File: src/rtl/prog_loader_pkg.sv
// Shared types and default sizing for the configuration-chain loader.
// Modules derive their own widths from their parameters; the values here describe the default build.
package prog_loader_pkg;

  typedef enum logic [2:0] {
    IDLE,
    FETCH,
    LO,
    HI,
    DRAIN,
    DONE
  } state_t;

  localparam int CHAIN_LEN_DEF = 64;
  localparam int CLK_DIV_DEF   = 2;
  localparam int ERR_W_DEF     = 8;

  localparam int NBYTES    = (CHAIN_LEN_DEF + 7) / 8;
  localparam int BIT_CNT_W = $clog2(CHAIN_LEN_DEF + 1);
  localparam int DIV_CNT_W = $clog2(CLK_DIV_DEF + 1);

endpackage

File: src/rtl/prog_serializer.sv
// Byte shift register and prog_clk phase timing for the configuration chain.
// Reports phase ends and the end of each shifted bit back to the controlling FSM.
module prog_serializer
  import prog_loader_pkg::*;
#(
  parameter int CLK_DIV = CLK_DIV_DEF,
  parameter int DIV_W   = DIV_CNT_W
) (
  input  logic       clk,
  input  logic       rst,
  input  state_t     state,
  input  logic       load,
  input  logic [7:0] load_data,
  output logic       phase_end,
  output logic       bit_done,
  output logic       byte_end,
  output logic       prog_clk,
  output logic       prog_in
);

  logic [DIV_W-1:0] div_cnt_q;
  logic [2:0]       bit_idx_q;
  logic [7:0]       sh_p0;
  logic             run;
  logic             bit_active;

  assign run        = (state == LO) || (state == HI) || (state == DRAIN);
  assign bit_active = (state == LO) || (state == HI);
  assign phase_end  = run && (div_cnt_q == DIV_W'(CLK_DIV - 1));
  assign bit_done   = (state == HI) && phase_end;
  assign byte_end   = bit_done && (bit_idx_q == 3'd7);

  // Each timed state starts from zero, so the counter wraps at every phase end.
  always_ff @(posedge clk) begin
    if (rst) begin
      div_cnt_q <= '0;
    end else if (!run || phase_end) begin
      div_cnt_q <= '0;
    end else begin
      div_cnt_q <= div_cnt_q + DIV_W'(1);
    end
  end

  always_ff @(posedge clk) begin
    if (rst) begin
      bit_idx_q <= '0;
    end else if (load) begin
      bit_idx_q <= '0;
    end else if (bit_done) begin
      bit_idx_q <= bit_idx_q + 3'd1;
    end
  end

  // Stage p0: byte held MSB-first, advanced once per completed bit
  always_ff @(posedge clk) begin
    if (load) begin
      sh_p0 <= load_data;
    end else if (bit_done) begin
      sh_p0 <= {sh_p0[6:0], 1'b0};
    end
  end

  assign prog_clk = (state == HI);
  // Forced low outside a bit slot so no stale data appears while idle.
  assign prog_in  = bit_active && sh_p0[7];

endmodule

File: src/rtl/prog_loader.sv
// Streams a byte-wide bitstream onto the configuration scan chain at a divided clock,
// with an optional second pass that reads the chain back and counts mismatches.
module prog_loader
  import prog_loader_pkg::*;
#(
  parameter int CHAIN_LEN = CHAIN_LEN_DEF,
  parameter int CLK_DIV   = CLK_DIV_DEF,
  parameter int ERR_W     = ERR_W_DEF
) (
  input  logic             clk,
  input  logic             rst,
  input  logic             start,
  input  logic             verify,
  input  logic [7:0]       s_data,
  input  logic             s_valid,
  output logic             s_ready,
  output logic             prog_clk,
  output logic             prog_en,
  output logic             prog_in,
  input  logic             prog_out,
  output logic             busy,
  output logic             done,
  output logic             error,
  output logic [ERR_W-1:0] err_count
);

  localparam int BIT_W = $clog2(CHAIN_LEN + 1);
  localparam int DIV_W = $clog2(CLK_DIV + 1);

  function automatic logic [ERR_W-1:0] sat_inc(input logic [ERR_W-1:0] v);
    return (&v) ? v : v + ERR_W'(1);
  endfunction

  state_t           state_q, state_nx;
  logic             verify_q;
  logic             second_q;
  logic             error_q;
  logic [ERR_W-1:0] err_cnt_q;
  logic [BIT_W-1:0] bit_cnt_q;

  logic start_acc;
  logic load;
  logic phase_end;
  logic bit_done;
  logic byte_end;
  logic last_bit;
  logic mismatch;

  assign start_acc = (state_q == IDLE) && start;
  assign load      = (state_q == FETCH) && s_valid;
  assign last_bit  = (bit_cnt_q == BIT_W'(CHAIN_LEN - 1));
  // Sampled just before the rising edge: the tail still presents the bit now on prog_in.
  assign mismatch  = (state_q == LO) && phase_end && second_q && (prog_out != prog_in);

  prog_serializer #(
    .CLK_DIV (CLK_DIV),
    .DIV_W   (DIV_W)
  ) u_ser (
    .clk       (clk),
    .rst       (rst),
    .state     (state_q),
    .load      (load),
    .load_data (s_data),
    .phase_end (phase_end),
    .bit_done  (bit_done),
    .byte_end  (byte_end),
    .prog_clk  (prog_clk),
    .prog_in   (prog_in)
  );

  always_ff @(posedge clk) begin
    if (rst) begin
      state_q <= IDLE;
    end else begin
      state_q <= state_nx;
    end
  end

  always_comb begin
    state_nx = state_q;
    unique case (state_q)
      IDLE:    if (start) state_nx = FETCH;
      FETCH:   if (s_valid) state_nx = LO;
      LO:      if (phase_end) state_nx = HI;
      HI: begin
        if (bit_done) begin
          if (last_bit) begin
            state_nx = DRAIN;
          end else if (byte_end) begin
            state_nx = FETCH;
          end else begin
            state_nx = LO;
          end
        end
      end
      DRAIN: begin
        if (phase_end) begin
          state_nx = (verify_q && !second_q) ? FETCH : DONE;
        end
      end
      DONE:    state_nx = IDLE;
      default: state_nx = IDLE;
    endcase
  end

  // Pass bookkeeping: bit position within the pass and which pass is running
  always_ff @(posedge clk) begin
    if (rst) begin
      bit_cnt_q <= '0;
      second_q  <= 1'b0;
      verify_q  <= 1'b0;
    end else if (start_acc) begin
      bit_cnt_q <= '0;
      second_q  <= 1'b0;
      verify_q  <= verify;
    end else begin
      if (bit_done) begin
        bit_cnt_q <= last_bit ? '0 : bit_cnt_q + BIT_W'(1);
      end
      if ((state_q == DRAIN) && phase_end) begin
        second_q <= 1'b1;
      end
    end
  end

  always_ff @(posedge clk) begin
    if (rst) begin
      error_q   <= 1'b0;
      err_cnt_q <= '0;
    end else if (start_acc) begin
      error_q   <= 1'b0;
      err_cnt_q <= '0;
    end else if (mismatch) begin
      error_q   <= 1'b1;
      err_cnt_q <= sat_inc(err_cnt_q);
    end
  end

  // prog_en spans FETCH..DRAIN so prog_in never toggles while the chain could decode a reset.
  assign s_ready   = (state_q == FETCH);
  assign prog_en   = (state_q == FETCH) || (state_q == LO) ||
                     (state_q == HI)    || (state_q == DRAIN);
  assign busy      = prog_en;
  assign done      = (state_q == DONE);
  assign error     = error_q;
  assign err_count = err_cnt_q;

endmodule
File: config.mk
export PLATFORM = sky130hd
export DESIGN_NAME = prog_loader
export DESIGN_NICKNAME = d
export VERILOG_FILES = /design/src/rtl/prog_loader_pkg.sv /design/src/rtl/prog_serializer.sv /design/src/rtl/prog_loader.sv
export SDC_FILE = /design/constraint.sdc
export NUM_CORES = 1
export LEC_CHECK = 0
export ABC_CLOCK_PERIOD_IN_PS = 4200
export BUFFER_PORTS_ARGS = -buffer_cell sky130_fd_sc_hd__buf_2
export CELL_PAD_IN_SITES_DETAIL_PLACEMENT = 0
export CELL_PAD_IN_SITES_GLOBAL_PLACEMENT = 1
export CORE_UTILIZATION = 25
export DETAILED_ROUTE_END_ITERATION = 10
export PLACE_DENSITY_LB_ADDON = 0.05
export SLEW_MARGIN = 40
export SYNTH_ARGS = -nofsm -noshare
export SYNTH_HDL_FRONTEND = slang
export SYNTH_SLANG_ARGS = --single-unit
File: constraint.sdc
create_clock -name clk -period 4.2 [get_ports clk]
set_input_delay 0.21 -clock clk [delete_from_list [all_inputs] [get_ports clk]]
set_output_delay 0.21 -clock clk [all_outputs]
set_load 0.05 [all_outputs]
==> results of run 1 <==
-- cells by family (layout without fill, tap and decap cells) --
group,Yosys count,after routing,synth area share (%)
simple gates,75,75,23.5
compound gates,34,34,12.6
buf+inv,15,42,3.72
flops,34,34,45.2
fa+ha+maj,5,5,3.72
xor+xnor,7,7,3.64
mux,12,12,7.66
-- area by class of cell --
type | instances | area [µm²]
Multi-Input combinational cell | 133 | 860
Clock buffer | 5 | 68.8
Inverter | 5 | 18.8
Clock inverter | 3 | 11.3
Fill cell | 692 | 4460
Tap cell | 77 | 96.3
Timing Repair Buffer | 29 | 148
Sequential cell | 34 | 761
-- registers in the layout, summed over array words and instances (netlist names) --
signal	count
err_count	8
u_ser.sh_p0	8
bit_cnt_q	7
state_q	3
u_ser.bit_idx_q	3
u_ser.div_cnt_q	2
error	1
second_q	1
verify_q	1
-- layout by cell type, fill, tap and decap left out, types with 2 or more instances in the layout --
cell / instances
buf_2: 28
nand3_1: 5
or2_2: 3
edfxtp_1: 8
or3_1: 6
o31ai_1: 2
nand2_1: 14
nor2_1: 20
mux2_2: 7
xor2_1: 2
clkinv_1: 3
nor3_1: 5
a21oi_1: 12
o21ai_0: 9
nand4_1: 4
mux2i_1: 5
ha_1: 5
dfxtp_1: 26
clkbuf_8: 5
and2_1: 2
nand2b_1: 2
and3_1: 2
or4_1: 2
xnor2_1: 5
inv_1: 5
nor2b_1: 3
-- stage by stage --
stage / instance area (µm²) / instances
finish: 1960 / 286
global route: 1960 / 286
CTS: 1960 / 286
detailed placement: 1880 / 278
global placement: 1880 / 278
floorplan: 1680 / 182
-- report_power, final --
group / switching [mW] / leakage (nW) / internal [mW]
combinational: 0.0776 / 0.409 / 0.0430
clock: 0.120 / 0.0407 / 0.111
sequential: 0.0147 / 0.284 / 0.349
-- how the worst max path moves through the flow --
stage | from | endpoint | slack (ps)
after floorplan | state_q[0]$_SDFFE_PP0P_ | u_ser.sh_p0[0]$_SDFFCE_PN0P_ | 1840
after global placement | state_q[0]$_SDFFE_PP0P_ | u_ser.sh_p0[3]$_DFFE_PP_ | 2080
after detailed placement | state_q[0]$_SDFFE_PP0P_ | u_ser.sh_p0[5]$_DFFE_PP_ | 1970
after CTS | state_q[0]$_SDFFE_PP0P_ | u_ser.sh_p0[7]$_DFFE_PP_ | 1960
after global routing | state_q[0]$_SDFFE_PP0P_ | u_ser.sh_p0[2]$_DFFE_PP_ | 1730
final | state_q[0]$_SDFFE_PP0P_ | u_ser.sh_p0[5]$_DFFE_PP_ | 2000
-- worst register-to-register path, cell delays in order, from the launching register on --
cell,delay (ps)
dfxtp_1,580
nor2b_1,220
nor2b_1,250
and2_1,420
nand2b_1,400
-- layer usage --
| layer | global-route usage [%] | wire (µm) |
|---|---|---|
| met3 | 3.76 | 144 |
| met2 | 18.3 | 1770 |
| met5 | 0 | 0 |
| met1 | 13.9 | 1790 |
| met4 | 4.70 | 46 |
==> flow_summary.toml, run 1 <==
[flow_run]
drv_cap = 0

[synth]
synth_area_leaders = "dfxtp_1 31%, edfxtp_1 14%, mux2_2 4.7%"
synth_area_um2 = 1680
yosysUniqueCellTypes = 45
synthArstFlopShare_pct = 0
netlist_instances = 182
yosysMostFrequentCell = "dfxtp_1"
synth_common_cells = "26 x dfxtp_1, 20 x nor2_1, 14 x nand2_1, 12 x a21oi_1, 9 x o21ai_0"
yosysSeqAreaShare_pct = 45.2
synth_top_area_cell = "dfxtp_1"
synth_flop_cell = "dfxtp_1"
synth_edf_count = 8
yosys.area.top_type_share_pct = 30.9
avgSynthCellArea_um2 = 9.25
yosysWarnings = 0
syn-num-nets = 201
synth_seq_cells = 34

[routing]
via_count = 1359
drt_iter0_markers = 60
first_pass_iters = 7
wl_mm = 3.75
ant_nets = 0
wl_per_cell_um = 13.1
vias_per_cell = 4.75
drc_errors = 6

[power]
power.density_nw_per_um2 = 364
power_mw = 0.715
p_leak_nw = 0.733
max-vdd-ir-drop_mv = 0.108

[grt]
grt_pass1_vias = 1307
grt_usage_pct = 11.4
grt_first_pass_wirelength_mm = 6.27
antenna_found_initial = 0
grt_max_degree = 16
grt.overflow.total = 0

[cells_and_area]
utilization_pct = 30.6
drive_gt1_share_pct = 22.5
fin_nets = 227
area_growth_pct = 16.7
num_antenna_cells = 0

[cts]
cts.sinks = 34
root_buffer = "clkbuf_8"
postCtsHoldBufs = 0
cts_inserted_buffers = 5
clkSlewWorstSetupHoldPaths_ps = 70
clk_path_buf_depth = 2
cts_tree = "built"
clk_latency_ps = 290
postCtsSetupBuffers = 0
cts_resized = 0
h-tree-depth = 2

[sta]
slew_headroom_pct = 63.7
final.setup.worst_slack_ps = 2000
hold_violations = 0
finalSetupTns_ps = 0
hold_ws_ps = 169
setup_violations = 0
tightest_slew_ps = 540
min_period_ps = 2200
skew_ps = 4.70
slew_viol_final = 0
fmax_ghz = 0.455
rsz0062_at_grt = "no"
fin_crit_sh_pct = 52.3

[outcome]
violations = "design-rule violations"
status = "complete, but fails checks"

[critical_path]
slowest_delay_ps = 580
cp-end-kind = "flip-flop"
critical_path_buf_inv_count = 0
reg2reg_from = "state_q[0]$_SDFFE_PP0P_"
cpMostUsedCell = "nor2b_1"
cp.arrival_ps = 2150
required_ps = 4150
critPathKind = "reg -> reg"
crit_path_top_delay_cell = "dfxtp_1"
critPathTopFamily = "simple AND/OR/NAND/NOR gates"
cp.depth = 4
worstRegToRegCells = 4
cp_max_fo = 13
r2r_end = "u_ser.sh_p0[5]$_DFFE_PP_"
cp-start-kind = "flip-flop"
rrSetupSlack_ps = 2000
crit_chain = "nor2b_1, nor2b_1, and2_1, nand2b_1"

[min_path]
hold_start = "verify"
hp-class = "in -> reg"
whs_path_depth = 3
min_to = "verify_q$_SDFFE_PP0P_"

[placement]
place_ws_ps = 1970
routabilityCongestion = 0.695
dp_hpwl_mm = 2.71
port_buffers = 28

[floorplanning]
initial_core_util_pct = 26.2
core_area_um2 = 6420
die_x_um = 84.0
rows = 29
io_pins = 29
die_y_um = 84.0
dieArea_um2 = 7060
(Power assumes the default switching activity.)
==> run 2, diff against run 1 <==
--- a/config.mk
+++ b/config.mk
@@ -5,7 +5,7 @@
 export SDC_FILE = /design/constraint.sdc
 export NUM_CORES = 1
 export LEC_CHECK = 0
-export ABC_CLOCK_PERIOD_IN_PS = 4200
+export ABC_CLOCK_PERIOD_IN_PS = 2080
 export BUFFER_PORTS_ARGS = -buffer_cell sky130_fd_sc_hd__buf_2
 export CELL_PAD_IN_SITES_DETAIL_PLACEMENT = 0
 export CELL_PAD_IN_SITES_GLOBAL_PLACEMENT = 1
==> constraint.sdc (replaced) <==
create_clock -name clk -period 2.08 [get_ports clk]
set_input_delay 0.104 -clock clk [delete_from_list [all_inputs] [get_ports clk]]
set_output_delay 0.104 -clock clk [all_outputs]
set_load 0.05 [all_outputs]
==> run 2 against run 1 <==
  * The run still ends with design-rule violations left
  * Core utilization up 1.2 points
  * Final area increased by 3.9%
  * First-iteration DRC count grew 10%
  * Register-to-register slack worse by 1800 ps
  * Setup slack lost 1800 ps
  * Count of clock-buffer cells in the layout unchanged
  * Maximum frequency is 15% higher
  * Die area unchanged
  * Largest cell class unchanged
==> flow_summary.toml, run 2 (synthesis results as in run 1) <==
[power]
power.density_nw_per_um2 = 786
max-vdd-ir-drop_mv = 0.242
power_mw = 1.60
p_leak_nw = 0.783

[floorplanning]
core_area_um2 = 6420
io_pins = 29
dieArea_um2 = 7060
initial_core_util_pct = 26.2
die_y_um = 84.0
die_x_um = 84.0
rows = 29

[cts]
root_buffer = "clkbuf_8"
cts.sinks = 34
clk_path_buf_depth = 2
cts_tree = "built"
clk_latency_ps = 290
postCtsHoldBufs = 0
cts_resized = 0
h-tree-depth = 2
clkSlewWorstSetupHoldPaths_ps = 70
cts_inserted_buffers = 5
postCtsSetupBuffers = 0

[sta]
fmax_ghz = 0.525
min_period_ps = 1910
hold_violations = 0
tightest_slew_ps = 530
final.setup.worst_slack_ps = 175
setup_violations = 0
rsz0062_at_grt = "no"
skew_ps = 4.23
slew_headroom_pct = 64.5
finalSetupTns_ps = 0
fin_crit_sh_pct = 91.6
slew_viol_final = 0

[cells_and_area]
layout_common_cells = "28 x buf_2, 26 x dfxtp_1, 20 x nor2_1"
regArea_um2 = 761
multi_input_comb_area_um2 = 862
area_growth_pct = 21.2
utilization_pct = 31.8
final_common_cell = "buf_2"
drive_gt1_share_pct = 26.5
fin_nets = 233
fillers = 668
num_antenna_cells = 0
fin_area_um2 = 2040

[outcome]
status = "complete, but fails checks"
violations = "design-rule violations"

[grt]
grt_max_degree = 15
grt_first_pass_wirelength_mm = 6.57
grt_usage_pct = 11.9
grt.overflow.total = 0
antenna_found_initial = 0
grt_pass1_vias = 1379

[routing]
wirelength_met1_mm = 1.78
met3_wirelength_um = 146
via_count = 1427
ant_nets = 0
wl_mm = 3.87
top_layer = "met4"
vias_per_cell = 4.89
drt_iter0_markers = 66
first_pass_iters = 7
drc_errors = 5
met2WireLength_mm = 1.89
wl_per_cell_um = 13.3

[critical_path]
cp-start-kind = "flip-flop"
cp-end-kind = "flip-flop"
cp_max_fo = 14
required_ps = 2300
cp.arrival_ps = 2120
critPathKind = "reg -> reg"

[placement]
port_buffers = 28
routabilityCongestion = 0.689
placed_area_um2 = 1930
dp_hpwl_mm = 2.89
place_ws_ps = 182

[flow_run]
drv_cap = 0

[min_path]
hp-class = "in -> reg"
run 2: changes by cell type in the layout (fill, tap and decap cells not counted):
cell,previous run,this run
buf_4,1,7
nor2b_1,3,2
clkinv_1,3,0
clkinv_2,0,2
nor2b_2,0,1
bufinv_16,0,1
run 2: critical path, cell delays in order, from the launching register on:
cell      delay, ps
edfxtp_1        410
xnor2_1         170
or4_4           580
or4_1           530
a21oi_1         150
run 2: area by class of cell:
| class | count | area share (%) |
|---|---|---|
| multi-input combinational | 133 | 42.3 |
| sequential | 34 | 37.3 |
| timing repair buffer | 35 | 9.45 |
| tap | 77 | 4.72 |
| clock buffer | 5 | 3.37 |
| clock inverter | 3 | 1.96 |
| inverter | 5 | 0.920 |
run 2: worst paths after layout:
kind | start | end | slack, ps | cells past startpoint
max | u_ser.sh_p0[7]$_DFFE_PP_ | err_count[3]$_SDFFE_PP0P_ | 170 | 4
min | verify | verify_q$_SDFFE_PP0P_ | 60 | 3
max reg2reg | u_ser.sh_p0[7]$_DFFE_PP_ | err_count[3]$_SDFFE_PP0P_ | 170 | 4
min reg2reg | u_ser.div_cnt_q[0]$_SDFF_PP0_ | u_ser.div_cnt_q[0]$_SDFF_PP0_ | 430 | 1
run 2: routing by layer:
metal	up-vias	GRT usage, %
met3	7	3.07
met5	-	0
met2	26	20.1
met1	675	14.5
met4	0	4.23
li1	719	-
run 2: where the power goes:
part           switching, mW  total (mW)  internal, mW
combinational          0.183       0.286         0.103
sequential            0.0120       0.716         0.704
clock                  0.249       0.601         0.353
total                  0.444        1.60          1.16
run 2: through the flow:
step	hold slack [ps]	instances
6_report	62.0	292
5_1_grt	67.0	292
4_1_cts	64.6	292
3_5_place_dp	366	284
3_3_place_gp	349	284
2_1_floorplan	243	182
==> run 3, diff against run 2 <==
--- a/config.mk
+++ b/config.mk
@@ -6,11 +6,11 @@
 export NUM_CORES = 1
 export LEC_CHECK = 0
 export ABC_CLOCK_PERIOD_IN_PS = 2080
-export BUFFER_PORTS_ARGS = -buffer_cell sky130_fd_sc_hd__buf_2
 export CELL_PAD_IN_SITES_DETAIL_PLACEMENT = 0
 export CELL_PAD_IN_SITES_GLOBAL_PLACEMENT = 1
 export CORE_UTILIZATION = 25
 export DETAILED_ROUTE_END_ITERATION = 10
+export DONT_BUFFER_PORTS = 1
 export PLACE_DENSITY_LB_ADDON = 0.05
 export SLEW_MARGIN = 40
 export SYNTH_ARGS = -nofsm -noshare
==> run 3 against run 2 <==
  * The flow still finishes with violations (design-rule violations)
  * Global-route usage increased by 0.52 points
  * Sequential power about the same
  * Highest routed layer unchanged
  * Largest cell class unchanged
  * Sequential share of layout area increased by 0.94 points
==> flow_summary.toml, run 3 (synthesis results as in run 1) <==
[min_path]
hp-class = "in -> reg"

[critical_path]
critPathKind = "reg -> reg"
cp_max_fo = 14
cp-start-kind = "flip-flop"
cp-end-kind = "flip-flop"
cp.arrival_ps = 2150
required_ps = 2300

[grt]
grt_first_pass_wirelength_mm = 6.76
grt_usage_pct = 12.4
grt_pass1_vias = 1345
grt.overflow.total = 0
grt_max_degree = 15
antenna_found_initial = 0

[flow_run]
drv_cap = 0

[cts]
postCtsSetupBuffers = 0
clk_latency_ps = 290
cts.sinks = 34
root_buffer = "clkbuf_8"
cts_inserted_buffers = 5
h-tree-depth = 2
cts_tree = "built"
clk_path_buf_depth = 2
clkSlewWorstSetupHoldPaths_ps = 70

[cells_and_area]
fin_nets = 219
drive_gt1_share_pct = 19.9
layout_common_cells = "26 x dfxtp_1, 20 x nor2_1, 19 x buf_4"
num_antenna_cells = 0
area_growth_pct = 18.2
final_common_cell = "dfxtp_1"
fin_area_um2 = 1990

[routing]
via_count = 1391
wl_mm = 4.10
top_layer = "met4"
met3_wirelength_um = 192
met2WireLength_mm = 1.98
first_pass_iters = 7
ant_nets = 0
wirelength_met1_mm = 1.88
wl_per_cell_um = 14.8
drc_errors = 6
drt_iter0_markers = 46
vias_per_cell = 5.00

[outcome]
status = "complete, but fails checks"
violations = "design-rule violations"

[placement]
placed_area_um2 = 1890
routabilityCongestion = 0.702
dp_hpwl_mm = 3.03
port_buffers = 0

[sta]
setup_violations = 0
slew_viol_final = 0
fmax_ghz = 0.518
rsz0062_at_grt = "no"
hold_violations = 0
finalSetupTns_ps = 0
slew_headroom_pct = 64.7
fin_crit_sh_pct = 92.8
tightest_slew_ps = 527
skew_ps = 8.40
min_period_ps = 1930

[floorplanning]
core_area_um2 = 6420
io_pins = 29
dieArea_um2 = 7060
initial_core_util_pct = 26.2
rows = 29
die_x_um = 84.0
die_y_um = 84.0

[power]
power_mw = 1.46
p_leak_nw = 0.716
power.density_nw_per_um2 = 735
max-vdd-ir-drop_mv = 0.236
-- run 3: per-layer routing --
metal | up-vias | GRT usage (%)
li1 | 691 | -
met3 | 5 | 3.66
met5 | - | 0
met2 | 35 | 20.6
met1 | 660 | 14.8
met4 | 0 | 5.17
-- run 3: through the flow --
stage,setup WS [ps],instances,util [%],hold WS (ps)
3_3_place_gp,211,268,29.4,179
6_report,150,278,31.0,33.4
3_5_place_dp,165,268,29.4,182
5_1_grt,80.5,278,31.0,17.7
2_1_floorplan,25.7,182,-,243
4_1_cts,155,278,31.0,19.1
-- run 3: final timing paths --
kind | cells after the start | start | endpoint | slack, ps
worst max-delay path | 4 | u_ser.sh_p0[7]$_DFFE_PP_ | err_count[5]$_SDFFE_PP0P_ | 150
worst min-delay path | 2 | rst | state_q[0]$_SDFFE_PP0P_ | 30
worst max register to register | 4 | u_ser.sh_p0[7]$_DFFE_PP_ | err_count[5]$_SDFFE_PP0P_ | 150
worst min register to register | 1 | u_ser.div_cnt_q[0]$_SDFF_PP0_ | u_ser.div_cnt_q[0]$_SDFF_PP0_ | 420
-- run 3: cell type report --
| class | count | area, µm² |
|---|---|---|
| multi-input combinational | 133 | 870 |
| fill | 662 | 4430 |
| tap | 77 | 96.3 |
| timing repair buffer | 21 | 163 |
| clock buffer | 6 | 72.6 |
| clock inverter | 2 | 8.76 |
| inverter | 5 | 18.8 |
| sequential | 34 | 761 |
-- run 3: worst max-delay path, cell delays in order, from the launching register on --
cell	delay (ps)
edfxtp_1	400
xnor2_1	170
or4_4	580
or4_1	540
a21oi_1	170
-- run 3: where the power goes --
part	switching (mW)	total (mW)	internal [mW]
Clock	0.232	0.462	0.230
Combinational	0.187	0.288	0.101
Sequential	0.00869	0.713	0.705
Total	0.427	1.46	1.04
-- run 3: timing repair --
| item | 4_1_cts | 5_1_grt |
|---|---|---|
| resized for setup | 0 | 0 |
| hold buffers | 2 | 0 |
| hold endpoints to repair | 7 | 0 |
